$ cat config.mk
export PLATFORM = sky130hd
export DESIGN_NAME = sysa_drain
export DESIGN_NICKNAME = d
export VERILOG_FILES = /design/src/rtl/sysa_pkg.sv /design/src/rtl/sysa_fifo.sv /design/src/rtl/sysa_drain.sv
export SDC_FILE = /design/constraint.sdc
export NUM_CORES = 1
export LEC_CHECK = 0
export BUFFER_PORTS_ARGS = -buffer_cell sky130_fd_sc_hd__buf_2
export CAP_MARGIN = 20
export CELL_PAD_IN_SITES_DETAIL_PLACEMENT = 0
export CELL_PAD_IN_SITES_GLOBAL_PLACEMENT = 1
export CORE_MARGIN = 3
export CORE_UTILIZATION = 53
export CTS_CLUSTER_SIZE = 20
export DETAILED_ROUTE_END_ITERATION = 16
export PLACE_DENSITY = 0.84
export SYNTH_ARGS = -nofsm -noshare
export SYNTH_HDL_FRONTEND = slang
export SYNTH_SLANG_ARGS = --single-unit
$ cat constraint.sdc
create_clock -name clk -period 10.8 [get_ports clk]
set_clock_uncertainty 0.1 [all_clocks]
set_input_delay 1.62 -clock clk [delete_from_list [all_inputs] [get_ports clk]]
set_output_delay 1.62 -clock clk [all_outputs]
set_load 0.03 [all_outputs]
$ cat src/rtl/sysa_pkg.sv
// Shared definitions for the systolic-array datapath blocks.
package sysa_pkg;
    localparam int ACC_W = 16;
    localparam int N_DEF = 3;

    function automatic int row_w(input int n);
        return ACC_W * n;
    endfunction
endpackage

$ cat src/rtl/sysa_fifo.sv
// Synchronous FIFO with a registered head word, push/pop, occupancy count and clear.
module sysa_fifo #(
    parameter int WIDTH = 16,
    parameter int DEPTH = 4
) (
    input  logic                     clk,
    input  logic                     rst,
    input  logic                     clear,
    input  logic                     push,
    input  logic [WIDTH-1:0]         din,
    input  logic                     pop,
    output logic [WIDTH-1:0]         dout,
    output logic                     full,
    output logic                     empty,
    output logic [$clog2(DEPTH):0]   count
);
    localparam int AW = $clog2(DEPTH);

    logic [WIDTH-1:0] mem [DEPTH];
    logic [AW-1:0]    wr_ptr, rd_ptr, rd_next;
    logic [AW:0]      cnt_next;
    logic             do_push, do_pop;
    logic [WIDTH-1:0] head_next;

    assign empty    = (count == '0);
    assign full     = (count == (AW+1)'(DEPTH));
    assign do_pop   = pop && !empty;
    // A full FIFO still accepts a push when the head leaves on the same edge.
    assign do_push  = push && (!full || do_pop);
    assign rd_next  = rd_ptr + AW'(do_pop);
    assign cnt_next = count + (AW+1)'(do_push) - (AW+1)'(do_pop);

    // The head register must see a word written this edge when it lands in the head slot.
    always_comb begin
        head_next = dout;
        if (do_push && (wr_ptr == rd_next))
            head_next = din;
        else if (cnt_next != '0)
            head_next = mem[rd_next];
    end

    always_ff @(posedge clk) begin
        if (do_push && !clear)
            mem[wr_ptr] <= din;
    end

    always_ff @(posedge clk or posedge rst) begin
        if (rst) begin
            wr_ptr <= '0;
            rd_ptr <= '0;
            count  <= '0;
            dout   <= '0;
        end else if (clear) begin
            wr_ptr <= '0;
            rd_ptr <= '0;
            count  <= '0;
            dout   <= '0;
        end else begin
            if (do_push)
                wr_ptr <= wr_ptr + AW'(1);
            rd_ptr <= rd_next;
            count  <= cnt_next;
            dout   <= head_next;
        end
    end
endmodule

$ cat src/rtl/sysa_drain.sv
// Bottom-edge collector: de-skews the array's column streams into whole rows and buffers them.
module sysa_drain
    import sysa_pkg::*;
#(
    parameter int N     = N_DEF,
    parameter int LAT   = 3,
    parameter int DEPTH = 4
) (
    input  logic                       clk,
    input  logic                       rst,
    input  logic                       en,
    input  logic                       issue,
    input  logic [row_w(N)-1:0]        col_in,
    input  logic                       clear,
    output logic [row_w(N)-1:0]        row_data,
    output logic                       row_valid,
    input  logic                       row_ready,
    output logic [$clog2(DEPTH):0]     fill,
    output logic                       ovf
);
    localparam int SR_LEN = LAT + N - 1;
    localparam int RW     = row_w(N);

    logic [SR_LEN-1:0] vld_sr;
    logic [RW-1:0]     aligned;
    logic              row_done, full, empty, drop;

    // One bit per in-flight row; its exit marks the edge where every column is aligned.
    always_ff @(posedge clk or posedge rst) begin
        if (rst)
            vld_sr <= '0;
        else if (clear)
            vld_sr <= '0;
        else if (en)
            vld_sr <= {vld_sr[SR_LEN-2:0], issue};
    end

    genvar j;
    for (j = 0; j < N; j++) begin : g_col
        if (j == N - 1) begin : g_direct
            assign aligned[j*ACC_W +: ACC_W] = col_in[j*ACC_W +: ACC_W];
        end else begin : g_delay
            localparam int D = N - 1 - j;
            logic [ACC_W-1:0] line [D];

            always_ff @(posedge clk or posedge rst) begin
                if (rst) begin
                    for (int s = 0; s < D; s++)
                        line[s] <= '0;
                end else if (en) begin
                    line[0] <= col_in[j*ACC_W +: ACC_W];
                    for (int s = 1; s < D; s++)
                        line[s] <= line[s-1];
                end
            end

            assign aligned[j*ACC_W +: ACC_W] = line[D-1];
        end
    end

    assign row_done  = en && vld_sr[SR_LEN-1] && !clear;
    assign drop      = row_done && full && !(row_ready && !empty);
    assign row_valid = !empty;

    sysa_fifo #(
        .WIDTH (RW),
        .DEPTH (DEPTH)
    ) u_fifo (
        .clk   (clk),
        .rst   (rst),
        .clear (clear),
        .push  (row_done),
        .din   (aligned),
        .pop   (row_ready),
        .dout  (row_data),
        .full  (full),
        .empty (empty),
        .count (fill)
    );

    always_ff @(posedge clk or posedge rst) begin
        if (rst)
            ovf <= 1'b0;
        else if (clear)
            ovf <= 1'b0;
        else if (drop)
            ovf <= 1'b1;
    end
endmodule
==> run summary <==
* **aggregate negative setup slack** 0 ps
* **global-route wire length before repair** 49,600 um
* **global-route total usage across every layer** 0.236
* **final routed wire length divided by cell count** 21.2 um
* **Synth Flop Type** edfxtp_1
* **status** finished clean
* **Routed met1 length** 13,300 um
* **synthesized netlist cell count** 1,074
* **RSZ-0062 raised after global routing** false
* **kind of start point of the critical path** input pin
* **reg2reg start** u_fifo.count[1]
* **maximum vdd ir drop** 0.000167 V
* **count of cell types in the netlist** 42
* **DR WL met3** 1940 um
* **Area Overhead vs Synth** 13.8%
* **capturing point of the worst reg2reg path** u_fifo.dout[0]
* **via count** 9,204
* **input/output buffers** 106
* **Worst slew margin** 0.281
* **count of antenna diodes in the layout** 0
* **Lkg Pwr** 5.52 nW
* **power per standard cell area** 250 mW/mm^2
* **residual antenna-violating net count after detailed routing** 0
* **critical path required time** 11,180 ps
* **clk sink count** 301
* **TritonCTS clock tree** built
* **number of top-level pins** 107
* **number of buffers created by CTS** 30
* **CP arrival** 5920 ps
* **clk slew on worst S/H paths** 60 ps
* **Max clock buf depth** 3
* **number of failing setup endpoints in the final timing report** 0
* **total count of hold-check failures in the final report** 0
* **die width** 164 um
* **number of core rows** 57
* **count of final max-slew check failures** 0
* **number of antenna violations at the first check in global routing** 0
* **1st-iter DRT viols** 795
* **Async SR Flop Fraction** 0.362
* **hold_ws** 398 ps
* **average vias per placed instance** 6.17
* **share of layout cells above drive strength 1** 0.207
* **Cell Area, Synth** 0.0132 mm^2
* **final period demand of the worst path** 5540 ps
* **initial standard-cell utilization of the core** 0.542
* **area of the placeable core** 0.0245 mm^2
* **total global routing overflow** 0
* **launching instance or port of the critical path** row_ready
* **final cycle utilization of the critical path** 0.513
* **DRC errors left** 0
* **first-pass iteration count of the detailed router** 5
* **Routed WL** 31,700 um
* **maximum clock frequency** 0.180 GHz
* **Worst Path Max Fanout** 75
* **cell depth of the worst flop-to-flop path** 15
* **die outline area** 0.0269 mm^2
* **detailed-placement wirelength estimate** 16,200 um
* **final net count** 1,205
* **vias in the first global route** 9,246
* **part of the Yosys area used for sequential elements** 0.641
* **reg-to-reg slack, setup** 5770 ps
* **CTS Hold Bufs** 0
* **transition time at the pin with the least slew margin** 1080 ps
* **net count after synthesis** 1,135
* **cell chosen for the clock root** clkbuf_16
* **count of yosys warnings during synthesis** 0
* **kind of capture point of the worst setup path** flop
* **Placer Congestion** 0.754
* **max_cap viols** 0
* **height of the die** 164 um
* **min-delay worst type** reg2reg
* **register bit count reported by yosys** 301
* **Mean Syn Cell Area** 12.3 um^2
* **Met2 Routed Length** 15,800 um
* **number of H-tree levels** 1
* **Critical path destination** u_fifo.dout[0]
* **largest net degree at the start of global routing** 101
* **WS Path Type** in2reg
* **number of flops mapped to enable cells by yosys** 192
* **top routing layer in use** met4
* **number of buffers added for setup after CTS** 0
* **number of resized instances in the post-cts repair step** 0
* **clk_lat worst skew** 550 ps
[power by group]
group	internal [W]	leakage (nW)	switching [W]	total (W)
Combinational	0.000433	1.91	0.000853	0.00129
Clock	0.000625	0.517	0.000427	0.00105
Sequential	0.00134	3.09	0.0000919	0.00143
Total	0.00240	5.52	0.00137	0.00377
[synthesized netlist by cell type (18+ instances only)]
| cell type | number | area, um^2 |
|---|---|---|
| edfxtp_1 | 192 | 5770 |
| nand2_1 | 143 | 537 |
| dfrtp_1 | 109 | 2730 |
| nor3_1 | 92 | 460 |
| a21oi_1 | 53 | 265 |
| mux2i_1 | 51 | 510 |
| mux2_2 | 49 | 552 |
| a31oi_1 | 48 | 300 |
| nand3_1 | 47 | 235 |
| a211oi_1 | 46 | 345 |
| clkbuf_1 | 45 | 169 |
| nand4_1 | 45 | 282 |
| o22a_1 | 45 | 394 |
| buf_2 | 20 | 100 |
| buf_1 | 18 | 67.6 |
[critical path, stage by stage]
cell       delay, ps
buf_2            120
o31ai_4           70
buf_4            270
buf_16           250
inv_6            520
ha_1             350
inv_1             50
ha_1             130
inv_1             50
fa_1             400
xnor3_1          260
a21oi_4          620
buf_4            530
nand2_1          130
a2111oi_0        310
o31a_1           200
[layout make-up]
| class | instances | area [um^2] |
|---|---|---|
| Sequential cell | 301 | 8490 |
| Timing Repair Buffer | 124 | 711 |
| Inverter | 8 | 37.5 |
| Fill cell | 1930 | 9390 |
| Tap cell | 324 | 405 |
| Clock inverter | 14 | 120 |
| Clock buffer | 42 | 898 |
| Multi-Input combinational cell | 679 | 4410 |
[per-layer routing]
layer  track usage  vias up
met2         0.408      331
met4        0.0746        0
met5             0        -
met1         0.310     4594
met3        0.0325       48
li1              -     4231
[cells in the final DEF (no fill, tap or decap), types with 2 or more instances in the layout]
master	n
and2_2	5
mux2i_1	51
xnor2_1	2
a2bb2oi_1	2
a21o_1	2
a21oi_1	52
clkinv_2	12
xnor3_1	3
nand2_2	2
nand3_1	47
nor2_1	15
buf_4	15
dfrtp_1	109
mux2_2	49
clkbuf_16	32
nand4_1	45
clkbuf_8	6
buf_2	106
bufinv_16	2
nand2_1	142
inv_1	5
buf_12	2
nor3_1	92
o22a_1	45
a31oi_1	48
nor2b_1	3
a211oi_1	46
nand2b_1	3
edfxtp_1	192
ha_1	6
clkbuf_1	4
[cell families (layout without fill, tap and decap cells)]
| group | Yosys count | after routing | synth area share |
|---|---|---|---|
| xor+xnor | 5 | 5 | 0.00642 |
| buf+inv | 94 | 188 | 0.0294 |
| compound gates | 204 | 204 | 0.107 |
| fa+ha+maj | 7 | 7 | 0.00718 |
| flops | 301 | 301 | 0.641 |
| simple gates | 363 | 363 | 0.129 |
| mux | 100 | 100 | 0.0802 |
[flip-flops by register name (all words and copies together), names as in the netlist]
signal,cells
aligned,16
g_col.g_delay.line,32
ovf,1
u_fifo.count,3
u_fifo.dout,48
u_fifo.mem,192
u_fifo.rd_ptr,2
u_fifo.wr_ptr,2
vld_sr,5
[through the flow]
step	utilization	cell area [um^2]	worst slack, ps	power [W]	std cells
finish	0.616	15100	5260	0.00377	1492
global route	0.616	15100	4880	0.00396	1492
CTS	0.614	15000	4820	0.00377	1490
detailed placement	0.573	14000	4260	0.00272	1434
global placement	0.572	14000	4370	0.00268	1433
floorplan	-	13200	6210	0.00236	1074
[worst min path at each step]
stage                                           end                      start  slack, ps  depth (start not counted)
after floorplan           g_col[0].g_delay.line[21]  g_col[0].g_delay.line[21]        370                          1
after global placement                          ovf                        ovf        390                          2
after detailed placement                 aligned[0]  g_col[0].g_delay.line[16]        390                          1
after CTS                                aligned[0]  g_col[0].g_delay.line[16]        400                          1
after global routing                     aligned[0]  g_col[0].g_delay.line[16]        420                          1
final                                    aligned[7]  g_col[0].g_delay.line[23]        400                          1
No activity file was read; power rests on OpenSTA's default activity.
